### src/rtl/urand_pair_gen.sv
// urand_pair_gen
// Uniform random-pair source for the Box-Muller stage. A 64-bit xorshift
// generator is stepped twice per pair. Each 53-bit draw is turned into an
// exact IEEE-754 double in (0,1), and the pair is presented on o_u1/o_u2
// with a one-cycle o_pushout strobe. The downstream stage has no
// backpressure, so the output rate is paced by a fixed idle gap of GAP
// cycles after each push.
//
// Parameters:
//   SEED_INIT   generator state loaded at reset (zero is replaced by a
//               nonzero constant)
//   GAP         extra idle cycles after each push, 0..15
// Ports:
//   i_clk       clock, rising-edge active
//   i_rst_n     asynchronous active-low reset
//   i_enable    run continuously while 1; sampled in IDLE and at end of WAIT
//   i_seed_load load i_seed into the generator; aborts any in-flight pair
//   i_seed      new generator state (zero is replaced by a nonzero constant)
//   o_pushout   one-cycle strobe per pair
//   o_u1        first draw as an IEEE double in (0,1)
//   o_u2        second draw as an IEEE double in (0,1)
//   o_pair_cnt  number of pairs pushed, wraps at 2^32
module urand_pair_gen #(
  parameter logic [63:0] SEED_INIT = 64'h0123456789ABCDEF,
  parameter int unsigned GAP       = 2
) (
  input  logic        i_clk,
  input  logic        i_rst_n,
  input  logic        i_enable,
  input  logic        i_seed_load,
  input  logic [63:0] i_seed,
  output logic        o_pushout,
  output logic [63:0] o_u1,
  output logic [63:0] o_u2,
  output logic [31:0] o_pair_cnt
);

  // The all-zero state is a fixed point of xorshift, so it is never held.
  localparam logic [63:0] SEED_ZERO_SUB = 64'h9E3779B97F4A7C15;
  localparam logic [63:0] SEED_RESET    = (SEED_INIT == 64'd0) ? SEED_ZERO_SUB : SEED_INIT;
  localparam logic [3:0]  GAP_LOAD      = 4'(GAP);

  typedef enum logic [2:0] {
    ST_IDLE  = 3'd0,
    ST_STEP1 = 3'd1,
    ST_STEP2 = 3'd2,
    ST_CONV  = 3'd3,
    ST_WAIT  = 3'd4
  } state_t;

  // One xorshift64 step: x ^= x<<13; x ^= x>>7; x ^= x<<17.
  function automatic logic [63:0] xs_step(input logic [63:0] x);
    logic [63:0] t;
    t = x ^ (x << 13);
    t = t ^ (t >> 7);
    t = t ^ (t << 17);
    return t;
  endfunction

  // Exact conversion of k * 2^-53 to an IEEE double. k is never zero here,
  // so the leading-one position p is always valid and the value is normal.
  function automatic logic [63:0] k_to_double(input logic [52:0] k);
    logic [5:0]  p;
    logic [52:0] norm;
    logic [10:0] expo;
    p = 6'd0;
    for (int i = 0; i < 53; i++) begin
      p = k[i] ? 6'(i) : p;
    end
    norm = k << (6'd52 - p);
    expo = 11'd970 + {5'd0, p};
    return {1'b0, expo, norm[51:0]};
  endfunction

  state_t      r_state;
  state_t      w_next_state;
  logic [63:0] r_x;
  logic [52:0] r_k1;
  logic [52:0] r_k2;
  logic [3:0]  r_gap;

  logic [63:0] w_x_next;
  logic [52:0] w_k_next;
  logic [63:0] w_u1_conv;
  logic [63:0] w_u2_conv;
  logic        w_step;
  logic        w_cap_k1;
  logic        w_cap_k2;
  logic        w_push;
  logic        w_gap_dec;

  assign w_x_next  = xs_step(r_x);
  // A zero draw is replaced by 1 so the output stays strictly above 0.
  assign w_k_next  = (w_x_next[63:11] == 53'd0) ? 53'd1 : w_x_next[63:11];
  assign w_u1_conv = k_to_double(r_k1);
  assign w_u2_conv = k_to_double(r_k2);

  // FSM state register.
  always_ff @(posedge i_clk or negedge i_rst_n) begin
    if (!i_rst_n) begin
      r_state <= ST_IDLE;
    end else begin
      r_state <= w_next_state;
    end
  end

  // Next-state logic; a seed load abandons whatever the FSM was doing.
  always_comb begin
    w_next_state = r_state;
    if (i_seed_load) begin
      w_next_state = ST_IDLE;
    end else begin
      case (r_state)
        ST_IDLE:  w_next_state = i_enable ? ST_STEP1 : ST_IDLE;
        ST_STEP1: w_next_state = ST_STEP2;
        ST_STEP2: w_next_state = ST_CONV;
        ST_CONV:  w_next_state = ST_WAIT;
        ST_WAIT: begin
          if (r_gap == 4'd0) begin
            w_next_state = i_enable ? ST_STEP1 : ST_IDLE;
          end else begin
            w_next_state = ST_WAIT;
          end
        end
        default:  w_next_state = ST_IDLE;
      endcase
    end
  end

  // Per-state datapath controls.
  always_comb begin
    w_step    = 1'b0;
    w_cap_k1  = 1'b0;
    w_cap_k2  = 1'b0;
    w_push    = 1'b0;
    w_gap_dec = 1'b0;
    case (r_state)
      ST_STEP1: begin
        w_step   = 1'b1;
        w_cap_k1 = 1'b1;
      end
      ST_STEP2: begin
        w_step   = 1'b1;
        w_cap_k2 = 1'b1;
      end
      ST_CONV:  w_push    = 1'b1;
      ST_WAIT:  w_gap_dec = (r_gap != 4'd0);
      default:  w_push    = 1'b0;
    endcase
  end

  // Generator, draws, gap counter and registered outputs. A seed load only
  // touches the generator and the strobe; the visible pair and count stay.
  always_ff @(posedge i_clk or negedge i_rst_n) begin
    if (!i_rst_n) begin
      r_x        <= SEED_RESET;
      r_k1       <= 53'd0;
      r_k2       <= 53'd0;
      r_gap      <= 4'd0;
      o_pushout  <= 1'b0;
      o_u1       <= 64'd0;
      o_u2       <= 64'd0;
      o_pair_cnt <= 32'd0;
    end else if (i_seed_load) begin
      r_x       <= (i_seed == 64'd0) ? SEED_ZERO_SUB : i_seed;
      o_pushout <= 1'b0;
    end else begin
      o_pushout <= w_push;
      if (w_step) begin
        r_x <= w_x_next;
      end else begin
        r_x <= r_x;
      end
      if (w_cap_k1) begin
        r_k1 <= w_k_next;
      end else begin
        r_k1 <= r_k1;
      end
      if (w_cap_k2) begin
        r_k2 <= w_k_next;
      end else begin
        r_k2 <= r_k2;
      end
      if (w_push) begin
        o_u1       <= w_u1_conv;
        o_u2       <= w_u2_conv;
        o_pair_cnt <= o_pair_cnt + 32'd1;
        r_gap      <= GAP_LOAD;
      end else if (w_gap_dec) begin
        r_gap <= r_gap - 4'd1;
      end else begin
        r_gap <= r_gap;
      end
    end
  end

endmodule

### config.mk
export PLATFORM = sky130hd
export DESIGN_NAME = urand_pair_gen
export DESIGN_NICKNAME = d
export VERILOG_FILES = /design/src/rtl/urand_pair_gen.sv
export SDC_FILE = /design/constraint.sdc
export NUM_CORES = 1
export LEC_CHECK = 0
export BUFFER_PORTS_ARGS = -buffer_cell sky130_fd_sc_hd__buf_2
export CAP_MARGIN = 20
export CORE_AREA = 3 3 228 230
export CTS_BUF_LIST = sky130_fd_sc_hd__clkbuf_16
export DETAILED_ROUTE_END_ITERATION = 12
export DIE_AREA = 0 0 231 233
export PLACE_DENSITY = 0.65
export SLEW_MARGIN = 30
export SYNTH_ARGS = -nofsm -noshare
export SYNTH_HDL_FRONTEND = slang
export SYNTH_SLANG_ARGS = --single-unit
export TNS_END_PERCENT = 50
### constraint.sdc
create_clock -name i_clk -period 5.1 [get_ports i_clk]
set_clock_uncertainty 0.05 [all_clocks]
set_input_delay 1.275 -clock i_clk [delete_from_list [all_inputs] [get_ports i_clk]]
set_output_delay 1.275 -clock i_clk [all_outputs]
set_load 0.05 [all_outputs]
After elaboration in Yosys (flattened, before gate mapping)
Cells that the tools add are included.
{"block": "classes", "n_addsub": 6, "n_eq_ne": 4, "n_shift": 2, "mux": 120, "bitwise": 4, "reduce_logical": 12}
{"operator": "$mux W6", "n": 42}
{"operator": "$mux W64", "n": 3}
{"operator": "$mux W5", "n": 32}
{"operator": "$xor A64 B64 Y64", "n": 2}
{"operator": "$shl A53 B6 Y52", "n": 2}
{"operator": "$mux W4", "n": 18}
{"operator": "$logic_not A64 Y1", "n": 1}
{"operator": "$xor A64 B57 Y64", "n": 1}
{"operator": "$logic_not A53 Y1", "n": 1}
{"operator": "$mux W53", "n": 1}
{"operator": "$add A32 B1 Y32 const B", "n": 1}
{"operator": "$mux W3", "n": 10}
{"operator": "$add A10 B6 Y11 const A", "n": 2}
{"operator": "$pmux W3 S5", "n": 1}
{"operator": "$sub A6 B6 Y6 const A", "n": 2}
{"operator": "$mux W1", "n": 9}
{"operator": "$mux W2", "n": 4}
{"operator": "$reduce_and A2 Y1", "n": 4}
{"operator": "$eq A3 B2 Y1 const B", "n": 2}
{"operator": "$logic_not A4 Y1", "n": 1}
{"operator": "$reduce_bool A2 Y1", "n": 2}
{"operator": "$reduce_bool A4 Y1", "n": 1}
{"operator": "$sub A4 B1 Y4 const B", "n": 1}
{"operator": "$eq A3 B1 Y1 const B", "n": 1}
{"operator": "other kinds (4)", "n": 4}
{"block": "totals", "register_bits": 336, "inputBits": 68, "output_inout_bits": 161, "wordCells": 157}

Longest topological paths before layout
Gate-level depths: netlist (run 1).
{"block": "depth", "word_depth": 54, "depth_mapped": 23, "depth_no_buf": 19}

Least setup slack after synthesis (run 1)
OpenSTA, ideal clock, no wires.
{"block": "synth_path", "path_kind": "register to register", "from": "register r_k2[39]", "to": "register o_u2[42]", "setup_time_ns": 0.136, "arrival_time_ns": 4.612, "t_required_ns": 4.914, "setup_slack_ns": 0.302, "path_stages_with_launch": 20, "n_path_buf": 6, "synth_period_minus_slack_ns": 4.798, "path_cell_list": "dfrtp_1 clkbuf_1 or3_1 a2111oi_0 a21oi_2 inv_2 buf_1 buf_1 ha_1 inv_1 clkbuf_1 nor3_2 nor2_4 buf_6 clkbuf_1 and3_1 a2111oi_0 a21oi_1 a22oi_1 o211ai_1"}
{"block": "synth_via", "elab_chain_cells": 16}
{"element": "start, declared", "line_no": "79", "text": "logic [52:0] r_k2;"}
{"element": "start signal, assigned", "line_no": "180", "text": "r_k2 <= w_k_next;"}
{"element": "start signal, assigned", "line_no": "182", "text": "r_k2 <= r_k2;"}
{"element": "$mux W6 (14 in series)", "line_no": "68", "text": "p = k[i] ? 6'(i) : p;"}
{"element": "$sub A6 B6 Y6", "line_no": "70", "text": "norm = k << (6'd52 - p);"}
{"element": "$shl A53 B6 Y52 *", "line_no": "70"}
{"element": "end signal, assigned", "line_no": "186", "text": "o_u2 <= w_u2_conv;"}
{"element": "end, declared", "line_no": "34", "text": "output logic [63:0] o_u2,"}
Every way passes the cells marked *; elsewhere a longest branch is shown, timed or not.
A chain may end at the register's enable or synchronous reset.

Final worst setup path (run 1)
{"block": "layout_path", "from": "register r_k2[44]", "to": "register o_u2[51]"}
{"block": "layout_via", "elab_chain_cells": 11}
{"element": "$mux W6 (9 in series)", "line_no": "68"}
{"element": "$sub A6 B6 Y6", "line_no": "70"}
{"element": "$shl A53 B6 Y52 *", "line_no": "70"}
Marked as above.

==> results.md, run 1 <==
- Vias/cell: 6.33
- Number of port buffers: 226
- RSZ-0062 raised after global routing: no
- Max-cap violations: 0
- CP endpoint kind: register
- Clock Pin Slew Worst Setup and Hold Paths: 60 ps
- Root buf cell: clkbuf_16
- Sum Neg Setup Slack: 0 ps
- Period utilization: 96.7%
- CP required: 5470 ps
- CTS buffer count: 39
- # IOs: 229
- Endpoints failing setup: 0
- Post-synth EDFFs: 0
- Post-route cell area: 0.0258 mm²
- Clk buf depth: 3
- Hold/Removal Path Class: reg -> reg
- GPL Wtd Cong: 1.04
- Syn_area_per_cell: 8.81 µm²
- Nets: 2780
- Layout cell share with drive strength beyond 1: 17.4%
- GRT Residual Overflow: 0
- Std-Cell Rows: 82
- Max-slew violation count: 0
- Initial Utilization: 44.7%
- Router iterations before antenna repair: 6
- WL/cell: 24.8 µm
- Synthesized cell area: 0.0224 mm²
- Tot GR Track Use: 30.8%
- Gate count of the mapped netlist: 2543
- Buf/Inv on CP: 2
- Initial antenna violation count: 2
- Placed cell area: 0.0244 mm²
- Ys Warns: 0
- Setup WS post-layout: 167 ps
- Initial DRC Count: 2640
- DP Worst Slack: 284 ps
- Highest Clock Rate: 203 MHz
- Period minus WS final: 4930 ps
- CP Launch Type: register
- Core area: 0.0501 mm²
- Die width: 231 µm
- Clock latency on the worst-skew pair: 570 ps
- Dpl hpwl: 63.9 mm
- Die Ht: 233 µm
- Area delta synth->final: 15.1%
- Pin count of the biggest net entering global routing: 141
- Worst path max stage delay: 640 ps
- Synth area leaders: dfrtp_1 (34%), mux2i_1 (10%), nand2_1 (7.2%)
- First-pass GRT wire length: 129 mm
- Final count of hold timing violations: 0
- Worst-margin pin slew: 1120 ps
- Die ar.: 0.0538 mm²
- CTS tree: built
- Via count: 21.6k
- Vias in the first global route: 20.2k
- Post-synthesis async set-or-reset flop share: 100%
- Ys flop type: dfrtp_1
- H-tree levels: 2
- CP Max Fanout: 11
- Register area share after synthesis: 37.7%
- Yosys top cell by area: dfrtp_1
- Top delay family on crit path: simple AND/OR/NAND/NOR gates
- Status: completed
- Crit path cell chain: or4_1, or3_1, and2_1, a21oi_2, inv_1, ha_1, and2_1, a221o_1, o21ai_1, and2_1, nand3_1, buf_4, a211oi_1, a211oi_1
- Top cell type's share of synthesized area: 34.0%
- CP max stage cell: or4_1
- TritonCTS sink count: 336
- Yosys cell types: 85
- Routed WL: 84.4 mm
- Most used cell along the critical path: and2_1
- #FFs+latches synth: 336
- Critical Path AT: 5310 ps
- Slew headroom: 24.6%
- Fillers: 4822
- DRT antenna net count: 0
- Setup Buffers After CTS: 0
- Crit path kind: reg -> reg
- Remaining routing DRC violations: 0
==> worst register-to-register path, stage by stage, from the launching register on <==
cell      delay (ps)
dfrtp_1          480
or4_1            640
or3_1            420
and2_1           270
a21oi_2          270
inv_1            120
ha_1             200
and2_1           140
a221o_1          490
o21ai_1          290
and2_1           190
nand3_1          290
buf_4            300
a211oi_1         550
a211oi_1         100
==> synth_stat cells (22+ instances only) <==
| cell | number |
|---|---|
| a211oi_1 | 22 |
| a21oi_1 | 82 |
| a22o_1 | 23 |
| a22oi_1 | 39 |
| buf_1 | 22 |
| buf_2 | 25 |
| clkbuf_1 | 139 |
| dfrtp_1 | 304 |
| dfstp_2 | 32 |
| inv_1 | 33 |
| mux2i_1 | 225 |
| mux4_2 | 22 |
| nand2_1 | 431 |
| nand3_1 | 54 |
| nand4_1 | 35 |
| nor2_1 | 131 |
| nor3_1 | 51 |
| nor4_1 | 44 |
| o211ai_1 | 60 |
| o21ai_0 | 232 |
| o221ai_1 | 25 |
| xnor2_1 | 169 |
| xor2_1 | 45 |
==> flip-flops by register name, summed over array words and instances (netlist names) <==
signal	count
r_x	64
o_u1	63
o_u2	63
r_k1	53
r_k2	53
o_pair_cnt	32
r_gap	4
r_state	3
o_pushout	1
==> metal layers <==
metal	track usage [%]	part of all wire, %	wire length [µm]	up-vias
li1	-	-	-	9605
met1	44.4	44	37100	10600
met2	46.4	44	36700	1169
met3	6.72	9.5	8000	177
met4	8.85	3.0	2570	0
met5	0	0	0	-
==> cells by family after synthesis <==
family	after synthesis	share of synthesized area, %
buffers and inverters	232	4.25
AO/OA/AOI/OAI	655	19.4
AND/OR/NAND/NOR	838	16.8
multiplexers	254	12.6
adder cells (fa/ha/maj)	9	0.503
other	1	0.0167
flip-flops	336	37.7
XOR/XNOR	218	8.66
==> repair_timing <==
action,in CTS,in global routing
endpoints found under the setup margin,0,9
gates resized for setup,0,5
hold buffers,0,0
==> worst paths after layout <==
kind,start,endpoint,slack (ps),cells past startpoint
worst max-delay path,r_k2[44]$_DFFE_PN0P_,o_u2[51]$_DFFE_PN0P_,170,14
worst min-delay path,o_u2[59]$_DFFE_PN0P_,o_u2[59]$_DFFE_PN0P_,410,1
worst max register to register,r_k2[44]$_DFFE_PN0P_,o_u2[51]$_DFFE_PN0P_,170,14
worst min register to register,o_u2[59]$_DFFE_PN0P_,o_u2[59]$_DFFE_PN0P_,410,1
max in group asynchronous,i_rst_n,r_x[33]$_DFFE_PN1P_,3210,2
min in group asynchronous,i_rst_n,o_u1[12]$_DFFE_PN0P_,750,1
==> final cells by class <==
class,instances,area [µm²],share of cell area (%)
Clock buffer,40,1000,3.88
Antenna cell,3,7.51,0.0291
Multi-Input combinational cell,1976,13100,50.9
Tap cell,672,841,3.26
Sequential cell,336,8450,32.8
Timing Repair Buffer,313,1900,7.38
Clock inverter,32,312,1.21
Inverter,37,139,0.539
==> per-stage QoR <==
step                utilization, %  hold slack [ps]  std cells
finish                        51.5              412       3409
global route                  51.5              422       3406
CTS                           51.3              415       3405
detailed placement            48.7              400       3333
global placement              48.7              393       3333
floorplan                        -              434       2544
==> layout by cell type, fill, tap and decap left out, drive strengths merged, types with 52 or more instances in the layout <==
cell type    n
xnor2      171
o21ai      246
nor3        52
dfrtp      304
a21oi       86
nor2       132
nand3       54
buf        313
o211ai      60
nand2      432
mux2i      225
Power of run 1 is left out: the tool's default activity adds up to more than one toggle a clock period on the data nets, which glitch-free logic cannot reach.
==> run 2: changes to the inputs <==
==> constraint.sdc (replaced) <==
create_clock -name i_clk -period 5.1 [get_ports i_clk]
set_clock_uncertainty 0.05 [all_clocks]
set_input_delay 0.51 -clock i_clk [delete_from_list [all_inputs] [get_ports i_clk]]
set_output_delay 0.51 -clock i_clk [all_outputs]
set_load 0.05 [all_outputs]
==> results.md, run 2 (synthesis gave the netlist of run 1 again) <==
- Status: completed
- Final count of hold timing violations: 0
- Largest Register: r_x
- CP endpoint kind: register
- Die Ht: 233 µm
- CP Max Fanout: 12
- Nets: 2773
- CP Launch Type: register
- Core area: 0.0501 mm²
- Die width: 231 µm
- H-tree levels: 2
- Layout cell share with drive strength beyond 1: 17.0%
- Router iterations before antenna repair: 6
- Root buf cell: clkbuf_16
- Clk buf depth: 3
- Routed WL: 82.9 mm
- # IOs: 229
- Highest Clock Rate: 204 MHz
- Critical Path AT: 5340 ps
- Dpl hpwl: 62.3 mm
- Largest registers: r_x x64, o_u1 x63, o_u2 x63
- DRT antenna net count: 0
- Clock latency on the worst-skew pair: 570 ps
- Area delta synth->final: 14.5%
- Period utilization: 96.1%
- WL/cell: 24.4 µm
- Remaining routing DRC violations: 0
- Most common cell after layout, fill and taps aside: nand2_1
- Fillers: 4824
- Setup Buffers After CTS: 0
- Storage element area: 0.00845 mm²
- CP required: 5540 ps
- TritonCTS sink count: 336
- Initial DRC Count: 2573
- Most frequent cells in the layout: nand2_1 (431), dfrtp_1 (304), o21ai_0 (232), buf_2 (225), mux2i_1 (224)
- CTS buffer count: 40
- Hold slack: 130 ps
- Vias/cell: 6.25
- Slew headroom: 26.5%
- Endpoints failing setup: 0
- First-pass GRT wire length: 127 mm
- CTS tree: built
- Post-route cell area: 0.0257 mm²
- Die ar.: 0.0538 mm²
- Via count: 21.3k
- RSZ-0062 raised after global routing: no
- Sum Neg Setup Slack: 0 ps
- Number of port buffers: 226
- Placed cell area: 0.0243 mm²
- GPL Wtd Cong: 0.982
- Multi-input gate area: 0.0131 mm²
- Period minus WS final: 4900 ps
- Max-cap violations: 0
- Crit path kind: reg -> reg
- Number of flip-flops in the largest register: 64
- Initial antenna violation count: 2
- Max-slew violation count: 0
- Pin count of the biggest net entering global routing: 118
- Worst-margin pin slew: 1090 ps
- Initial Utilization: 44.7%
- Vias in the first global route: 20.3k
- Tot GR Track Use: 30.3%
- Clock Pin Slew Worst Setup and Hold Paths: 60 ps
- Hold/Removal Path Class: in -> reg
- Std-Cell Rows: 82
- GRT Residual Overflow: 0
[run 2: cell types whose count changed in the layout (fill, tap and decap cells not counted), moves of 2 or more]
cell      change
buf_4         -6
mux2i_2       -2
inv_6         +2
mux2i_1       +2
diode_2       -2
buf_12        -3
clkinv_4      -2
[run 2: worst paths after layout]
path                                 startpoint              endpoint  slack (ps)  depth (start not counted)
min in group asynchronous               i_rst_n  o_u1[46]$_DFFE_PN0P_         540                          2
max                        r_k2[12]$_DFFE_PN0P_  o_u2[47]$_DFFE_PN0P_         200                         18
max in group asynchronous               i_rst_n  r_k2[28]$_DFFE_PN0P_        3240                          3
max reg2reg                r_k2[12]$_DFFE_PN0P_  o_u2[47]$_DFFE_PN0P_         200                         18
min reg2reg                o_u1[60]$_DFFE_PN0P_  o_u1[60]$_DFFE_PN0P_         410                          1
min                                   i_seed[3]    r_x[3]$_DFFE_PN1P_         130                          3
[run 2: final cells by class]
class	instances	area share, %
Inverter	37	0.541
Clock buffer	41	4.00
Multi-Input combinational cell	1976	51.1
Clock inverter	33	1.19
Tap cell	672	3.28
Sequential cell	336	32.9
Antenna cell	1	0.00975
Timing Repair Buffer	305	6.99
[run 2: worst max-delay path: stages, from the launching register on]
cell and delay [ps]:
dfrtp_1 470, or3_1 370, a221o_1 260, a21oi_1 180, o221ai_1 270, a21oi_4 220
inv_2 50, ha_1 200, inv_1 70, buf_4 170, nor3_2 80, nor2_4 390
buf_4 280, mux2i_1 120, mux2i_1 370, mux2i_1 140, mux2i_1 550, o221ai_1 350
a21oi_1 240
[run 2: through the flow]
stage | setup slack (ps) | util (%) | cells
2_1_floorplan | 302 | - | 2544
3_3_place_gp | 424 | 48.5 | 3324
3_5_place_dp | 303 | 48.5 | 3324
4_1_cts | 291 | 51.2 | 3399
5_1_grt | 7.17 | 51.2 | 3400
6_report | 199 | 51.3 | 3401
[run 2: timing repair]
item                       in CTS  in global routing
setup endpoints to repair       0                  1
hold buffers                    1                  0
gates resized for setup         0                  1
hold endpoints to repair       32                  0
[run 2: routing by layer]
metal / wire (µm) / GRT usage, % / share of wire [%]
met3: 7240 / 5.83 / 8.7
met2: 36200 / 45.8 / 44
met5: 27 / 0 / 0.033
met4: 2890 / 10.3 / 3.5
met1: 36500 / 43.5 / 44
Power of run 2 is left out for the same reason.
==> run 3: changes to the inputs <==
--- a/config.mk
+++ b/config.mk
@@ -7,11 +7,11 @@
 export LEC_CHECK = 0
 export BUFFER_PORTS_ARGS = -buffer_cell sky130_fd_sc_hd__buf_2
 export CAP_MARGIN = 20
-export CORE_AREA = 3 3 228 230
+export CORE_AREA = 3 3 262 200
 export CTS_BUF_LIST = sky130_fd_sc_hd__clkbuf_16
 export DETAILED_ROUTE_END_ITERATION = 12
-export DIE_AREA = 0 0 231 233
-export PLACE_DENSITY = 0.65
+export DIE_AREA = 0 0 265 203
+export PLACE_DENSITY = 0.63
 export SLEW_MARGIN = 30
 export SYNTH_ARGS = -nofsm -noshare
 export SYNTH_HDL_FRONTEND = slang
==> constraint.sdc (replaced) <==
create_clock -name i_clk -period 5.9 [get_ports i_clk]
set_clock_uncertainty 0.05 [all_clocks]
set_input_delay 0.59 -clock i_clk [delete_from_list [all_inputs] [get_ports i_clk]]
set_output_delay 0.59 -clock i_clk [all_outputs]
set_load 0.05 [all_outputs]
==> results.md, run 3 (synthesis gave the netlist of run 1 again) <==
- Status: completed
- Endpoints failing setup: 0
- CP required: 6290 ps
- Die Ht: 203 µm
- Root buf cell: clkbuf_16
- Initial antenna violation count: 2
- Tot GR Track Use: 32.2%
- WL/cell: 26.1 µm
- Number of flip-flops in the largest register: 64
- Clk buf depth: 3
- Sum Neg Setup Slack: 0 ps
- Initial Utilization: 44.9%
- Worst r2r src: r_k2[5]$_DFFE_PN0P_
- HP Start: i_seed[3]
- Largest registers: r_x x64, o_u1 x63, o_u2 x63
- Number of port buffers: 226
- WHS Path Cells: 3
- Hold/Removal Path Class: in -> reg
- TritonCTS sink count: 336
- Post-CTS Resized: 0
- CTS buffer count: 37
- Max-slew violation count: 0
- Crit path kind: reg -> reg
- Hold endpoint: r_x[3]$_DFFE_PN1P_
- Hold-fix buffers at CTS: 1
- Clock Pin Slew Worst Setup and Hold Paths: 70 ps
- Highest Clock Rate: 193 MHz
- DRT antenna net count: 0
- Period utilization: 87.8%
- Most common cell after layout, fill and taps aside: nand2_1
- Setup Buffers After CTS: 0
- CTS tree: built
- H-tree levels: 2
- CP Max Fanout: 28
- GRT Residual Overflow: 0
- Worst-margin pin slew: 1100 ps
- Final count of hold timing violations: 0
- Core area: 0.0499 mm²
- Worst reg2reg path depth: 17
- Critical Path AT: 5570 ps
- Die ar.: 0.0538 mm²
- Via count: 21.3k
- Largest Register: r_x
- # IOs: 229
- Die width: 265 µm
- Max-cap violations: 0
- Area delta synth->final: 13.5%
- Reg2reg setup slack: 720 ps
- Slew headroom: 26.4%
- RSZ-0062 raised after global routing: no
- GPL Wtd Cong: 1.03
- Period minus WS final: 5180 ps
- Layout cell share with drive strength beyond 1: 16.3%
- First-pass GRT wire length: 133 mm
- Vias in the first global route: 20.2k
- Fillers: 4775
- Nets: 2755
- CP Launch Type: register
- Dpl hpwl: 65.8 mm
- Most frequent cells in the layout: nand2_1 (431), dfrtp_1 (304), o21ai_0 (232), mux2i_1 (225), buf_2 (225)
- CP endpoint kind: register
- Router iterations before antenna repair: 6
- Reg2Reg Capture Point: o_u2[37]$_DFFE_PN0P_
- Clock latency on the worst-skew pair: 560 ps
- Std-Cell Rows: 71
- Pin count of the biggest net entering global routing: 125
- Initial DRC Count: 2724
- Vias/cell: 6.32
- Routed WL: 87.8 mm
- Remaining routing DRC violations: 0
[run 3: metal layers]
layer / GRT usage [%] / routed length, µm
met5: 0 / 7
met4: 6.97 / 1660
met3: 7.18 / 7910
met2: 47.8 / 38300
met1: 48.0 / 39900
[run 3: through the flow]
stage	cell area, µm²	setup WS (ps)	utilization (%)	std cells	hold slack (ps)
after floorplan	22400	1100	-	2544	244
after global placement	24100	845	48.3	3293	395
after detailed placement	24100	839	48.4	3293	400
after CTS	25400	805	50.8	3359	173
after global routing	25400	361	50.9	3361	196
final	25400	717	50.9	3362	193
[run 3: worst max-delay path, cell delays in order, from the launching register on]
cell	delay (ps)
dfrtp_1	500
o311ai_0	540
a31oi_1	200
o21ai_0	340
a41o_1	270
inv_2	210
ha_1	300
inv_1	290
nor3_2	90
buf_4	180
nor2_4	270
buf_4	350
mux2i_1	410
mux2i_1	160
nand2_1	100
o21ai_1	110
a221o_1	400
a221o_1	260
[run 3: cell type report]
class | instances | area [µm²] | share of cell area, %
tap | 657 | 822 | 3.23
timing repair buffer | 290 | 1680 | 6.61
multi-input combinational | 1976 | 13100 | 51.6
inverter | 37 | 139 | 0.546
clock buffer | 37 | 926 | 3.64
antenna | 1 | 2.50 | 0.00984
clock inverter | 28 | 290 | 1.14
sequential | 336 | 8450 | 33.2
[run 3: how the worst max path moves through the flow]
stage                         startpoint  slack (ps)                    to
detailed placement  r_k2[44]$_DFFE_PN0P_         840  o_u2[45]$_DFFE_PN0P_
floorplan           r_k2[39]$_DFFE_PN0P_        1100  o_u2[42]$_DFFE_PN0P_
global placement    r_k2[44]$_DFFE_PN0P_         840  o_u2[45]$_DFFE_PN0P_
CTS                 r_k2[44]$_DFFE_PN0P_         800  o_u2[45]$_DFFE_PN0P_
finish               r_k2[5]$_DFFE_PN0P_         720  o_u2[37]$_DFFE_PN0P_
global route         r_k2[3]$_DFFE_PN0P_         360  o_u2[37]$_DFFE_PN0P_
Power of run 3 is left out for the same reason.
